<file path="src/rtl/bus_arbiter_pkg.sv">
// rtl/bus_arbiter_pkg.sv - shared types and widths for the CPU/DMA bus arbiter
//
// Purpose : bus ownership encoding and bus widths used by bus_arbiter.
// Contents: arb_state_t (ARB_CPU, ARB_DMA), ADDR_W, DATA_W.

package bus_arbiter_pkg;

  localparam int ADDR_W = 16;
  localparam int DATA_W = 8;

  typedef enum logic {
    ARB_CPU = 1'b0,
    ARB_DMA = 1'b1
  } arb_state_t;

endpackage

</file>
<file path="src/rtl/bus_arbiter.sv">
// rtl/bus_arbiter.sv - two-master (CPU / DMA) bus arbiter with bounded DMA bursts
//
// Purpose : shares the CPU's next-cycle address/data bus with one DMA master.
//           The CPU is stalled through cpu_enable while the DMA master owns
//           the bus; a DMA burst ends after MAX_BURST completed accesses and
//           the CPU then completes at least one access before a regrant.
// Ports   : clk, reset (sync, active-high)
//           cpu_next_addr/rd/we, cpu_do -> CPU request; cpu_enable, cpu_di back
//           dma_req/addr/rd/we/do       -> DMA request; dma_gnt, dma_ack,
//                                          dma_rvalid, dma_di back
//           bus_next_addr/rd/we, bus_do -> decoder / peripherals
//           bus_enable, bus_di          <- decoder ready, read data mux

module bus_arbiter
  import bus_arbiter_pkg::*;
#(
  parameter int MAX_BURST = 16
) (
  input  logic              clk,
  input  logic              reset,
  input  logic [ADDR_W-1:0] cpu_next_addr,
  input  logic              cpu_next_rd,
  input  logic              cpu_next_we,
  input  logic [DATA_W-1:0] cpu_do,
  output logic              cpu_enable,
  output logic [DATA_W-1:0] cpu_di,
  input  logic              dma_req,
  input  logic [ADDR_W-1:0] dma_addr,
  input  logic              dma_rd,
  input  logic              dma_we,
  input  logic [DATA_W-1:0] dma_do,
  output logic              dma_gnt,
  output logic              dma_ack,
  output logic              dma_rvalid,
  output logic [DATA_W-1:0] dma_di,
  output logic [ADDR_W-1:0] bus_next_addr,
  output logic              bus_next_rd,
  output logic              bus_next_we,
  output logic [DATA_W-1:0] bus_do,
  input  logic              bus_enable,
  input  logic [DATA_W-1:0] bus_di
);

  localparam int CNT_W = $clog2(MAX_BURST + 1);
  localparam logic [CNT_W-1:0] LAST_CNT = CNT_W'(MAX_BURST - 1);

  arb_state_t       state, state_next;
  logic [CNT_W-1:0] burst_cnt, burst_cnt_next;
  logic             hold, hold_next;
  logic             rvalid;

  // Bus mux and strobes depend only on the registered owner, so dma_req and
  // cpu_* never reach ownership combinationally; bus_enable does reach the
  // strobes so a slow device stalls the current owner in the same cycle.
  always_comb begin
    bus_next_addr = cpu_next_addr;
    bus_next_rd   = cpu_next_rd;
    bus_next_we   = cpu_next_we;
    bus_do        = cpu_do;
    cpu_enable    = 1'b0;
    dma_gnt       = 1'b0;
    dma_ack       = 1'b0;
    if (state == ARB_DMA) begin
      bus_next_addr = dma_addr;
      bus_next_rd   = dma_rd & dma_req;
      bus_next_we   = dma_we & dma_req;
      bus_do        = dma_do;
      dma_gnt       = 1'b1;
      dma_ack       = dma_req & bus_enable;
    end else begin
      cpu_enable    = bus_enable;
    end
  end

  // Both masters see the read mux; each samples only on its own strobe.
  assign cpu_di     = bus_di;
  assign dma_di     = bus_di;
  assign dma_rvalid = rvalid;

  always_comb begin
    state_next     = state;
    burst_cnt_next = burst_cnt;
    hold_next      = hold;
    // One completed CPU access releases the fairness hold.
    if (cpu_enable) hold_next = 1'b0;
    case (state)
      ARB_DMA: begin
        if (dma_ack) burst_cnt_next = burst_cnt + 1'b1;
        // Burst exhaustion takes priority over a simultaneous request drop
        // so the CPU is still guaranteed its access before a regrant.
        if (dma_ack && (burst_cnt == LAST_CNT)) begin
          state_next = ARB_CPU;
          hold_next  = 1'b1;
        end else if (!dma_req) begin
          state_next = ARB_CPU;
        end
      end
      default: begin
        if (dma_req && bus_enable && !hold) begin
          state_next     = ARB_DMA;
          burst_cnt_next = '0;
        end
      end
    endcase
  end

  always_ff @(posedge clk) begin
    if (reset) begin
      state     <= ARB_CPU;
      burst_cnt <= '0;
      hold      <= 1'b0;
      rvalid    <= 1'b0;
    end else begin
      state     <= state_next;
      burst_cnt <= burst_cnt_next;
      hold      <= hold_next;
      rvalid    <= dma_ack & dma_rd;
    end
  end

endmodule
</file>
<file path="config.mk">
export PLATFORM = sky130hd
export DESIGN_NAME = bus_arbiter
export DESIGN_NICKNAME = d
export VERILOG_FILES = /design/src/rtl/bus_arbiter_pkg.sv /design/src/rtl/bus_arbiter.sv
export SDC_FILE = /design/constraint.sdc
export NUM_CORES = 1
export LEC_CHECK = 0
export BUFFER_PORTS_ARGS = -buffer_cell sky130_fd_sc_hd__buf_4
export CAP_MARGIN = 30
export CORE_ASPECT_RATIO = 0.7
export CORE_MARGIN = 2
export CORE_UTILIZATION = 32
export CTS_BUF_LIST = sky130_fd_sc_hd__clkbuf_8
export DETAILED_ROUTE_END_ITERATION = 10
export GPL_TIMING_DRIVEN = 0
export PLACE_DENSITY = 0.91
export SLEW_MARGIN = 20
export SYNTH_ARGS = -nofsm -noshare
export SYNTH_HDL_FRONTEND = slang
export SYNTH_SLANG_ARGS = --single-unit
</file>
<file path="constraint.sdc">
create_clock -name clk -period 1.75 [get_ports clk]
set_input_delay 0.0875 -clock clk [delete_from_list [all_inputs] [get_ports clk]]
set_output_delay 0.0875 -clock clk [all_outputs]
set_load 0.05 [all_outputs]
</file>
# Word-level counts from Yosys, hierarchy flattened
# Cells that the tools add are included.
[op_classes]
n_addsub = 1
eq_ne = 2
muxes = 17
bitwise_logic = 4
n_reduce_logical = 6
[ops]
columns = ["op", "count"]
rows = [
  ["16-bit two-way mux", 1],
  ["5-bit two-way mux", 3],
  ["1-bit two-way mux", 12],
  ["8-bit two-way mux", 1],
  ["5-bit by 1-bit adder with 5-bit output, second input constant", 1],
  ["5-bit by 4-bit == test with 1-bit output, second input constant", 1],
  ["1-bit bitwise AND", 4],
  ["1-bit logical AND", 3],
  ["2-bit inequality test, second input constant", 1],
  ["2-bit AND reduction", 1],
  ["2-bit nonzero test", 1],
  ["1-bit zero test", 1],
]
[totals]
reg_bits = 8
inputBits = 64
out_inout_bits = 46
elab_cells = 34

# Logic depth before layout (Yosys ltp)
# Gate-level depths: netlist (run 1).
[logic_depth]
depth_word = 5
depth_mapped = 5
ltp_nobuf = 5

# Worst setup path after synthesis (run 1)
# Ideal clock, no wire load.
[synth_path]
kind = "reg-to-output"
startpoint = "register state"
endpoint = "output port bus_next_rd"
arrival_ps = 1970
t_required_ps = 1662
slack_ps = -308
stages_incl_launch_ff = 4
path_buffers = 2
cell_sequence = "dfxtp_1 buf_2 buf_2 o21ai_0"
[synth_via]
elab_chain_len = 1
[synth_rtl]
columns = ["item", "line_no", "rtl"]
rows = [
  ["from (decl)", "bus_arbiter.sv:47", "arb_state_t state, state_next;"],
  ["from (signal assigned)", "bus_arbiter.sv:114", "state <= state_next;"],
  ["1-bit two-way mux", "bus_arbiter.sv:63", "if (state == ARB_DMA) begin"],
  ["to (decl)", "bus_arbiter.sv:37", "output logic bus_next_rd,"],
]
# No other way between the ends.

# Worst setup path after layout (run 1)
[layout_path]
startpoint = "register state"
endpoint = "output port bus_next_addr[1]"
[layout_via]
elab_chain_len = 1
[layout_rtl]
columns = ["item", "line_no", "rtl"]
rows = [
  ["16-bit two-way mux", "bus_arbiter.sv:63", ""],
  ["to (decl)", "bus_arbiter.sv:36", "output logic [ADDR_W-1:0] bus_next_addr,"],
]
# No other way between the ends.

==> impl_summary.txt, run 1 <==
----------------------------------------------------
[Run status]
  Status ... complete, no violations

[Die]
  Core ar. ... 2460 sq um
  Initial Util ... 33.6%
  Die width ... 64.7 microns
  Die outline area ... 3010 sq um
  Boundary Pins ... 110
  Cell row count ... 15
  Die H ... 46.5 microns

[Pwr]
  Maximum vdd ir drop ... 312 uV
  Power Dens Cells ... 582 nW/um^2
  Leakage power figure ... 0.860 nW

[Timing]
  Maximum clock frequency ... 613 MHz
  Number of max-slew violations in the final report ... 0
  Setup repair after global routing missed its margin ... false
  Worst clock skew ... 0.00106 ns
  Worst Max-Slew Pin Slew ... 0.380 ns
  Headroom to the max-slew limit ... 74.7%
  Period utilization ... 93.2%
  Number of endpoints with negative hold slack in the final report ... 0
  Final critical path time including I/O delays and setup ... 1.63 ns
  Setup violators final ... 0
  Sum of negative setup slack ... 0 ns

[Cells and area]
  # fillers ... 184
  Final nets ... 264
  P&R area growth vs syn ... 101%
  Highest-count cells in the layout ignoring fill and taps ... buf_4, mux2_2, dfxtp_1, inv_1, nor2_1
  Commonest non-fill, non-tap cell in the layout ... buf_4
  Fraction of layout instances using a drive strength above 1 ... 76.5%
  FF+latch area ... 160 sq um
  Multi-input gate area in the final layout ... 492 sq um
  Cell area after layout ... 1660 sq um
  Ant diodes ... 0
  Filler-free cell count of the finished design ... 230

[Yosys]
  Leading post-synthesis cells by cell area ... mux2_2, dfxtp_1, buf_4
  Post-synthesis cell type count ... 23
  Synthesized netlist net count ... 159
  Cell count after synthesis ... 93
  Fraction of post-synthesis cell area in the top cell type by area ... 32.7%
  Post-synthesis sequential area ratio ... 19.4%
  Post-synthesis average cell area ... 8.88 sq um
  Number of warning messages in the yosys log ... 0
  Area leader, netlist ... mux2_2
  Netlist area before placement ... 826 sq um
  Register bit total from synthesis ... 8

[Worst setup path]
  Arrival @ worst endpoint ... 1.54 ns
  Peak fanout along the critical path ... 10
  CP Launch Type ... register
  Data required time at the worst endpoint ... 1.66 ns
  Crit end category ... output pin
  Setup CP Type ... reg -> out

[Routing]
  Total wirelength of the detailed-routed design ... 2940 microns
  Detailed-router iteration count before antenna repair ... 4
  Vias per std cell ... 4.50
  DR WL/cell ... 12.8 microns
  Violation count after the first detailed-routing iteration ... 8
  Vias post-DR ... 1036
  Remaining DRCs ... 0
  Final ANT Viol Nets ... 0

[Place]
  Placed standard-cell area ... 1620 sq um
  Final HPWL DP ... 2640 microns
  Cell Count Post-Placement ... 227
  Count of input and output buffers ... 100
  Global placement routability congestion ... 0.778

[Clock network]
  Count of hold-fix buffers inserted at cts ... 0
  Clock-pin slew on the worst setup and hold paths ... 0.04 ns
  Clock latency at the later pin of the worst-skew pair ... 0.23 ns
  CTS max path bufs ... 2
  Number of cells upsized or downsized after cts ... 0
  Number of clock sinks seen by CTS ... 8
  CTS tree ... built
  Buffers inserted during post-CTS setup optimization ... 0
  Num CTS Buffers ... 3
  # H-tree levels ... 1
  Root buffer cell ... clkbuf_8

[Global route]
  Number of global-route vias before repair ... 1011
  Antenna violations before repair ... 0
  Layer with the highest usage ... met2
  Global-route total usage across every layer ... 18.6%
  GR Overflow Total ... 0
  M2 GR Usage ... 36.1%
  Global routing usage on met3 ... 7.33%
  Wire length of the first global-routing pass ... 4250 microns
  Met1 global-route usage ... 19.6%
  Maximum number of pins on one net before global-route repair ... 11

[Hold path]
  Path class of the lowest-slack min-delay path ... in -> reg

[Run]
  Max-capacitance violation count ... 0

----------------------------------------------------
==> power by group <==
| group | internal, W | switching, W |
|---|---|---|
| Clock | 0.000149 | 0.0000731 |
| Sequential | 0.000185 | 0.00000118 |
| Combinational | 0.000229 | 0.000329 |
| Total | 0.000563 | 0.000403 |
==> synth_stat cells <==
cell type and n:
nand4_1 1, nand4_2 1, a311oi_1 2, buf_2 4, dfxtp_1 8, a211oi_1 1
mux2_4 1, mux2_2 24, and3_1 2, inv_1 5, ha_1 2, a2bb2oi_1 1
nand2_1 2, buf_4 16, nand3_1 3, buf_6 1, o21ai_0 4, nand2b_1 2
nor2b_1 2, nor4bb_1 1, nor2_1 5, a21oi_1 4, buf_1 1
==> cells by family after synthesis <==
kind of cell,count (synthesis),share of synthesized area (%)
buffers and inverters,27,21.1
muxes,25,34.5
and+or+nand+nor,19,13.0
AOI/OAI and AO/OA,12,8.94
DFF,8,19.4
adders and majority gates,2,3.03
==> per-stage QoR <==
| step | total power (W) | utilization, % | hold slack (ns) | worst slack, ns |
|---|---|---|---|---|
| after global placement | 0.000744 | 65.9 | 0.362 | 0.363 |
| after global routing | 0.00100 | 67.5 | 0.129 | 0.0703 |
| after detailed placement | 0.000748 | 65.9 | 0.365 | 0.359 |
| after CTS | 0.000973 | 67.5 | 0.125 | 0.107 |
| after floorplan | 0.000542 | - | 0.231 | -0.308 |
| final | 0.000966 | 67.5 | 0.127 | 0.119 |
==> worst paths after layout <==
| kind | endpoint | start | depth (start not counted) | slack (ns) |
|---|---|---|---|---|
| max | bus_next_addr[1] | state | 4 | 0.12 |
| min | dma_rvalid | dma_rd | 3 | 0.13 |
| max reg2reg | state | burst_cnt[0] | 5 | 0.39 |
| min reg2reg | burst_cnt[4] | burst_cnt[4] | 2 | 0.49 |
==> routing by layer <==
metal | part of all wire [%] | vias up
li1 | - | 517
met1 | 36 | 478
met2 | 55 | 39
met3 | 8.1 | 2
met4 | 0.44 | 0
met5 | 0 | -
==> worst max-delay path, stage by stage, from the launching register on <==
cell and delay (ns):
dfxtp_1 0.32, buf_2 0.17, buf_2 0.26, mux2_2 0.37, buf_4 0.19
==> sequential cells by signal, indices dropped and copies added (netlist names) <==
name        flops
hold            1
dma_rvalid      1
burst_cnt       5
state           1
==> final cells by class <==
| class | instances | area share, % |
|---|---|---|
| sequential | 8 | 9.65 |
| inverter | 5 | 1.13 |
| clock buffer | 3 | 2.49 |
| tap | 34 | 2.56 |
| buffer | 22 | 9.34 |
| timing repair buffer | 100 | 45.2 |
| multi-input combinational | 58 | 29.6 |
Power figures use the tool's default switching activity.
==> inputs of run 2 (changes only) <==
--- a/config.mk
+++ b/config.mk
@@ -14,6 +14,7 @@
 export DETAILED_ROUTE_END_ITERATION = 10
 export GPL_TIMING_DRIVEN = 0
 export PLACE_DENSITY = 0.91
+export REMOVE_ABC_BUFFERS = 1
 export SLEW_MARGIN = 20
 export SYNTH_ARGS = -nofsm -noshare
 export SYNTH_HDL_FRONTEND = slang
==> run 2 against run 1 <==
Against the previous run: utilization fell by 11 points; flip-flop and latch count did not move; via count fell by 11%; critical path depth fell by 2; non-clock buffer count fell by 37; die area did not move; clock skew barely moved; critical path type unchanged; critical endpoint is now dma_ack; worst hold slack got worse by 0.034 ns; cell area fell by 16%.
==> impl_summary.txt, run 2 (synthesis results as in run 1) <==
----------------------------------------------------
[Timing]
  Sum of negative setup slack ... 0 ns (unchanged)
  Setup violators final ... 0 (unchanged)
  Number of endpoints with negative hold slack in the final report ... 0 (unchanged)
  Setup repair after global routing missed its margin ... false
  Worst clock skew ... 0.000995 ns (-0.0000663 ns)
  Period utilization ... 90.9% (-2.3 points)
  Number of max-slew violations in the final report ... 0 (unchanged)
  Worst Max-Slew Pin Slew ... 0.410 ns (+0.0299 ns)
  Final critical path time including I/O delays and setup ... 1.59 ns (-0.0408 ns)
  Post-Route Hold Slack ... 0.0933 ns (-0.0338 ns)
  Headroom to the max-slew limit ... 72.7% (-2.0 points)
  Maximum clock frequency ... 629 MHz (+2.6%)

[Routing]
  Vias post-DR ... 921 (-11%)
  Detailed-router iteration count before antenna repair ... 4 (unchanged)
  Vias per std cell ... 4.77 (+5.9%)
  DR WL/cell ... 15.3 microns (+20%)
  Total wirelength of the detailed-routed design ... 2960 microns (+0.78%)
  Final ANT Viol Nets ... 0 (unchanged)
  Remaining DRCs ... 0 (unchanged)
  Violation count after the first detailed-routing iteration ... 18 (+10)

[Place]
  Final HPWL DP ... 2460 microns (-6.6%)
  Count of input and output buffers ... 85 (-15%)
  Global placement routability congestion ... 0.760 (-2.3%)
  Placed standard-cell area ... 1350 sq um (-16%)
  Cell Count Post-Placement ... 190 (-16%)

[Clock network]
  Number of clock sinks seen by CTS ... 8 (unchanged)
  # H-tree levels ... 1 (unchanged)
  Root buffer cell ... clkbuf_8
  Clock-pin slew on the worst setup and hold paths ... 0.04 ns (about the same)
  Clock latency at the later pin of the worst-skew pair ... 0.23 ns (about the same)
  Number of cells upsized or downsized after cts ... 1 (+1)
  CTS max path bufs ... 2 (unchanged)
  Buffers inserted during post-CTS setup optimization ... 0 (unchanged)
  CTS tree ... built
  Count of hold-fix buffers inserted at cts ... 0 (unchanged)
  Num CTS Buffers ... 3 (unchanged)

[Run]
  Max-capacitance violation count ... 0 (unchanged)

[Pwr]
  Power Dens Cells ... 596 nW/um^2 (+2.4%)
  Maximum vdd ir drop ... 243 uV (-22%)
  Leakage power figure ... 0.684 nW (-20%)

[Global route]
  Number of global-route vias before repair ... 962 (-4.8%)
  Maximum number of pins on one net before global-route repair ... 37 (+26)
  GR Overflow Total ... 0 (unchanged)
  Antenna violations before repair ... 0 (unchanged)
  Wire length of the first global-routing pass ... 4340 microns (+2.1%)
  Global-route total usage across every layer ... 19.7% (+1.1 points)

[Die]
  Core ar. ... 2460 sq um (unchanged)
  Cell row count ... 15 (unchanged)
  Die outline area ... 3010 sq um (unchanged)
  Die H ... 46.5 microns (unchanged)
  Boundary Pins ... 110 (unchanged)
  Die width ... 64.7 microns (unchanged)
  Initial Util ... 33.6% (unchanged)

[Cells and area]
  P&R area growth vs syn ... 69.1%
  Ant diodes ... 0 (unchanged)
  Filler-free cell count of the finished design ... 193 (-16%)
  Commonest non-fill, non-tap cell in the layout ... buf_4
  Highest-count cells in the layout ignoring fill and taps ... buf_4, mux2_2, dfxtp_1, inv_1, nor2_1
  Fraction of layout instances using a drive strength above 1 ... 72.3% (-4.2 points)
  Top reg by flops ... burst_cnt
  Final nets ... 227 (-14%)
  Flip-flop count of the largest register after layout ... 5 (unchanged)
  Cell area after layout ... 1400 sq um (-16%)

[Worst setup path]
  Crit end category ... output pin
  CP cell instances ... and3_1 > buf_4
  Buffers & Inverters on Critical Path ... 1 (-2)
  Delay of the slowest cell on the worst path ... 0.59 ns (+0.22 ns)
  Arrival @ worst endpoint ... 1.50 ns (-0.04 ns)
  Data required time at the worst endpoint ... 1.66 ns (about the same)
  Setup CP Type ... reg -> out
  CP Launch Type ... register
  Peak fanout along the critical path ... 36 (+26)
  Cell family with the largest share of critical-path delay ... flip-flops
  CP max stage cell ... dfxtp_4

[Hold path]
  Path class of the lowest-slack min-delay path ... in -> reg

[Run status]
  Status ... complete, no violations

----------------------------------------------------
==> run 2: area by class of cell <==
type | instances | area (sq um)
clock buffer | 3 | 41.3
fill | 201 | 1060
inverter | 5 | 18.8
multi-input combinational | 58 | 492
sequential | 8 | 164
tap | 34 | 42.5
timing repair buffer | 85 | 638
==> run 2: where the power goes <==
group | switching, W | leakage, nW | internal, W
Combinational | 0.000233 | 0.597 | 0.000180
Clock | 0.0000730 | 0.0216 | 0.000149
Sequential | 0.0000130 | 0.0653 | 0.000184
==> run 2: stage by stage <==
stage          setup slack [ns]  utilization (%)  power (W)
2_1_floorplan            -0.863                -   0.000437
3_3_place_gp             -0.410             55.0   0.000608
3_5_place_dp            -0.0493             55.0   0.000615
4_1_cts                   0.164             56.8   0.000835
5_1_grt                  0.0920             56.8   0.000865
6_report                  0.159             56.8   0.000832
==> run 2: path summary, 6_finish.rpt <==
kind                startpoint           end  slack (ns)  cells after the start
hold / removal           reset         state        0.09                      2
setup / recovery         state       dma_ack        0.16                      2
setup reg to reg         state  burst_cnt[3]        0.17                      3
hold reg to reg   burst_cnt[4]  burst_cnt[4]        0.50                      2
==> run 2: metal layers <==
| metal | global-route usage, % | routed length, microns |
|---|---|---|
| met5 | 0 | 0 |
| met4 | 4.26 | 31 |
| met3 | 16.9 | 542 |
| met2 | 37.9 | 1510 |
| met1 | 15.3 | 874 |
==> inputs of run 3 (changes only) <==
--- a/config.mk
+++ b/config.mk
@@ -9,11 +9,11 @@
 export CAP_MARGIN = 30
 export CORE_ASPECT_RATIO = 0.7
 export CORE_MARGIN = 2
-export CORE_UTILIZATION = 32
+export CORE_UTILIZATION = 29
 export CTS_BUF_LIST = sky130_fd_sc_hd__clkbuf_8
 export DETAILED_ROUTE_END_ITERATION = 10
 export GPL_TIMING_DRIVEN = 0
-export PLACE_DENSITY = 0.91
+export PLACE_DENSITY = 0.88
 export REMOVE_ABC_BUFFERS = 1
 export SLEW_MARGIN = 20
 export SYNTH_ARGS = -nofsm -noshare
==> constraint.sdc (replaced) <==
create_clock -name clk -period 1.4 [get_ports clk]
set_input_delay 0.07 -clock clk [delete_from_list [all_inputs] [get_ports clk]]
set_output_delay 0.07 -clock clk [all_outputs]
set_load 0.05 [all_outputs]
==> run 3 against run 2 <==
Against the previous run: register-to-register slack worse by 0.07 ns; flip-flop and latch count unchanged; first-iteration DRC count rose by 39%; power increased by 28%; critical path depth is 1 higher; largest cell class unchanged; wire length down 0.24%; sequential power increased by 19%; cell area increased by 5.6%; via count is 2.3% higher; sequential share of layout area shrank 0.62 points.
==> impl_summary.txt, run 3 (synthesis results as in run 1) <==
----------------------------------------------------
[Routing]
  Detailed-router iteration count before antenna repair ... 4 (unchanged)
  Vias per std cell ... 4.71 (-1.3%)
  Violation count after the first detailed-routing iteration ... 25 (+7)
  Total wirelength of the detailed-routed design ... 2950 microns (-0.24%)
  DR WL/cell ... 14.8 microns (-3.7%)
  Vias post-DR ... 942 (+2.3%)
  Final ANT Viol Nets ... 0 (unchanged)
  Remaining DRCs ... 0 (unchanged)

[Timing]
  Number of endpoints with negative hold slack in the final report ... 0 (unchanged)
  Worst Max-Slew Pin Slew ... 0.267 ns (-0.143 ns)
  Setup violators final ... 0 (unchanged)
  Post-Route Hold Slack ... 0.0783 ns (-0.0150 ns)
  Worst clock skew ... 0.00201 ns (+0.00102 ns)
  Period utilization ... 97.6%
  Maximum clock frequency ... 732 MHz
  Number of max-slew violations in the final report ... 0 (unchanged)
  Final critical path time including I/O delays and setup ... 1.37 ns
  Headroom to the max-slew limit ... 82.2% (+9.5 points)
  Setup repair after global routing missed its margin ... false
  Minimum setup slack in the final design ... 0.0341 ns (-0.125 ns)

[Clock network]
  Clock-pin slew on the worst setup and hold paths ... 0.04 ns (about the same)
  # H-tree levels ... 1 (unchanged)
  Root buffer cell ... clkbuf_8
  Count of hold-fix buffers inserted at cts ... 0 (unchanged)
  CTS tree ... built
  Num CTS Buffers ... 3 (unchanged)
  Clock latency at the later pin of the worst-skew pair ... 0.23 ns (about the same)
  CTS max path bufs ... 2 (unchanged)
  Number of clock sinks seen by CTS ... 8 (unchanged)

[Pwr]
  Switching power of the nets ... 0.000404 W (+27%)
  Fraction of power consumed by combinational cells ... 51.7% (+2.1 points)
  Sw Share ... 38.0% (-0.31 points)
  PnR Total Power ... 0.00106 W (+28%)
  Clock network fraction of design power ... 26.2% (-0.5 points)
  Maximum vdd ir drop ... 318 uV (+31%)
  Power Dens Cells ... 721 nW/um^2 (+21%)
  Sequential share of power ... 22.1% (-1.6 points)
  Leakage power figure ... 0.716 nW (+4.6%)
  Internal Dissipation ... 0.000659 W (+28%)

[Place]
  Global placement routability congestion ... 0.820 (+7.9%)
  Placed standard-cell area ... 1360 sq um (+0.18%)
  Final HPWL DP ... 2430 microns (-1.4%)
  Count of input and output buffers ... 85 (unchanged)
  Cell Count Post-Placement ... 192 (+1.1%)
  Place WS ... -0.373 ns (-0.323 ns)

[Cells and area]
  Flip-flop count of the largest register after layout ... 5 (unchanged)
  Filler-free cell count of the finished design ... 200 (+3.6%)
  Commonest non-fill, non-tap cell in the layout ... buf_4
  P&R area growth vs syn ... 78.5%
  Cell area after layout ... 1470 sq um (+5.6%)
  Fraction of layout instances using a drive strength above 1 ... 74.4% (+2.1 points)
  Final nets ... 232 (+2.2%)
  # fillers ... 258 (+28%)
  Top reg by flops ... burst_cnt
  Highest-count cells in the layout ignoring fill and taps ... buf_4, mux2_2, dfxtp_1, inv_1, nor2_1
  Ant diodes ... 0 (unchanged)

[Worst setup path]
  Peak fanout along the critical path ... 13 (-64%)
  Data required time at the worst endpoint ... 1.33 ns (-0.33 ns)
  Arrival @ worst endpoint ... 1.30 ns (-0.20 ns)
  CP Launch Type ... register
  Crit end category ... output pin
  Setup CP Type ... reg -> out

[Global route]
  Antenna violations before repair ... 0 (unchanged)
  Maximum number of pins on one net before global-route repair ... 19 (-49%)
  GR Overflow Total ... 0 (unchanged)
  Wire length of the first global-routing pass ... 4280 microns (-1.4%)
  Number of global-route vias before repair ... 862 (-10%)
  Global-route total usage across every layer ... 18.4% (-1.3 points)

[Die]
  Cell row count ... 16 (+1)
  Core ar. ... 2760 sq um (+12%)
  Boundary Pins ... 110 (unchanged)
  Die width ... 67.8 microns (+4.7%)
  Die outline area ... 3300 sq um (+9.6%)
  Initial Util ... 29.9% (-3.7 points)
  Die H ... 48.6 microns (+4.6%)

[Run status]
  Status ... complete, no violations

[Hold path]
  Path class of the lowest-slack min-delay path ... in -> reg

[Run]
  Max-capacitance violation count ... 0 (unchanged)

----------------------------------------------------
## run 3: stage by stage
stage,setup TNS [ns],utilization (%)
after detailed placement,-2.43,49.0
after floorplan,-21.21,-
after CTS,0,52.0
after global routing,0,53.4
final,0,53.4
after global placement,-18.20,49.0
## run 3: area by class of cell
class                           instances  area [sq um]  area share, %
Timing Repair Buffer                   90           704           47.8
Multi-Input combinational cell         58           500           34.0
Clock buffer                            3          41.3           2.80
Sequential cell                         8           164           11.1
Tap cell                               36          45.0           3.06
Inverter                                5          18.8           1.27
## run 3: repair_timing
| item | CTS | global route |
|---|---|---|
| setup buffers | 3 | 2 |
| endpoints found under the setup margin | 35 | 8 |
| gates resized for setup | 1 | 5 |
| pin swaps | 0 | 1 |
## run 3: metal layers
| metal | wire [microns] | global-route usage [%] |
|---|---|---|
| met1 | 901 | 17.2 |
| met2 | 1390 | 27.6 |
| met3 | 598 | 16.5 |
| met4 | 60 | 8.33 |
| met5 | 0 | 0 |
## run 3: power by group through the flow
stage	sequential, W	combinational, W	clock, W
after floorplan	0.000253	0.000294	0
after global placement	0.000251	0.000512	0
after detailed placement	0.000252	0.000516	0
after CTS	0.000234	0.000543	0.000286
after global routing	0.000234	0.000573	0.000300
final	0.000234	0.000550	0.000279
## run 3: worst paths after layout
kind | startpoint | endpoint | slack [ns] | cells after the start
worst min-delay path | reset | burst_cnt[1] | 0.08 | 2
worst min register to register | burst_cnt[4] | burst_cnt[4] | 0.48 | 2
worst max register to register | burst_cnt[0] | burst_cnt[4] | 0.10 | 5
worst max-delay path | state | bus_next_addr[1] | 0.03 | 3
## run 3: critical path: stages, from the launching register on
cell and delay (ns):
dfxtp_4 0.38, buf_12 0.15, mux2_2 0.34, buf_4 0.19
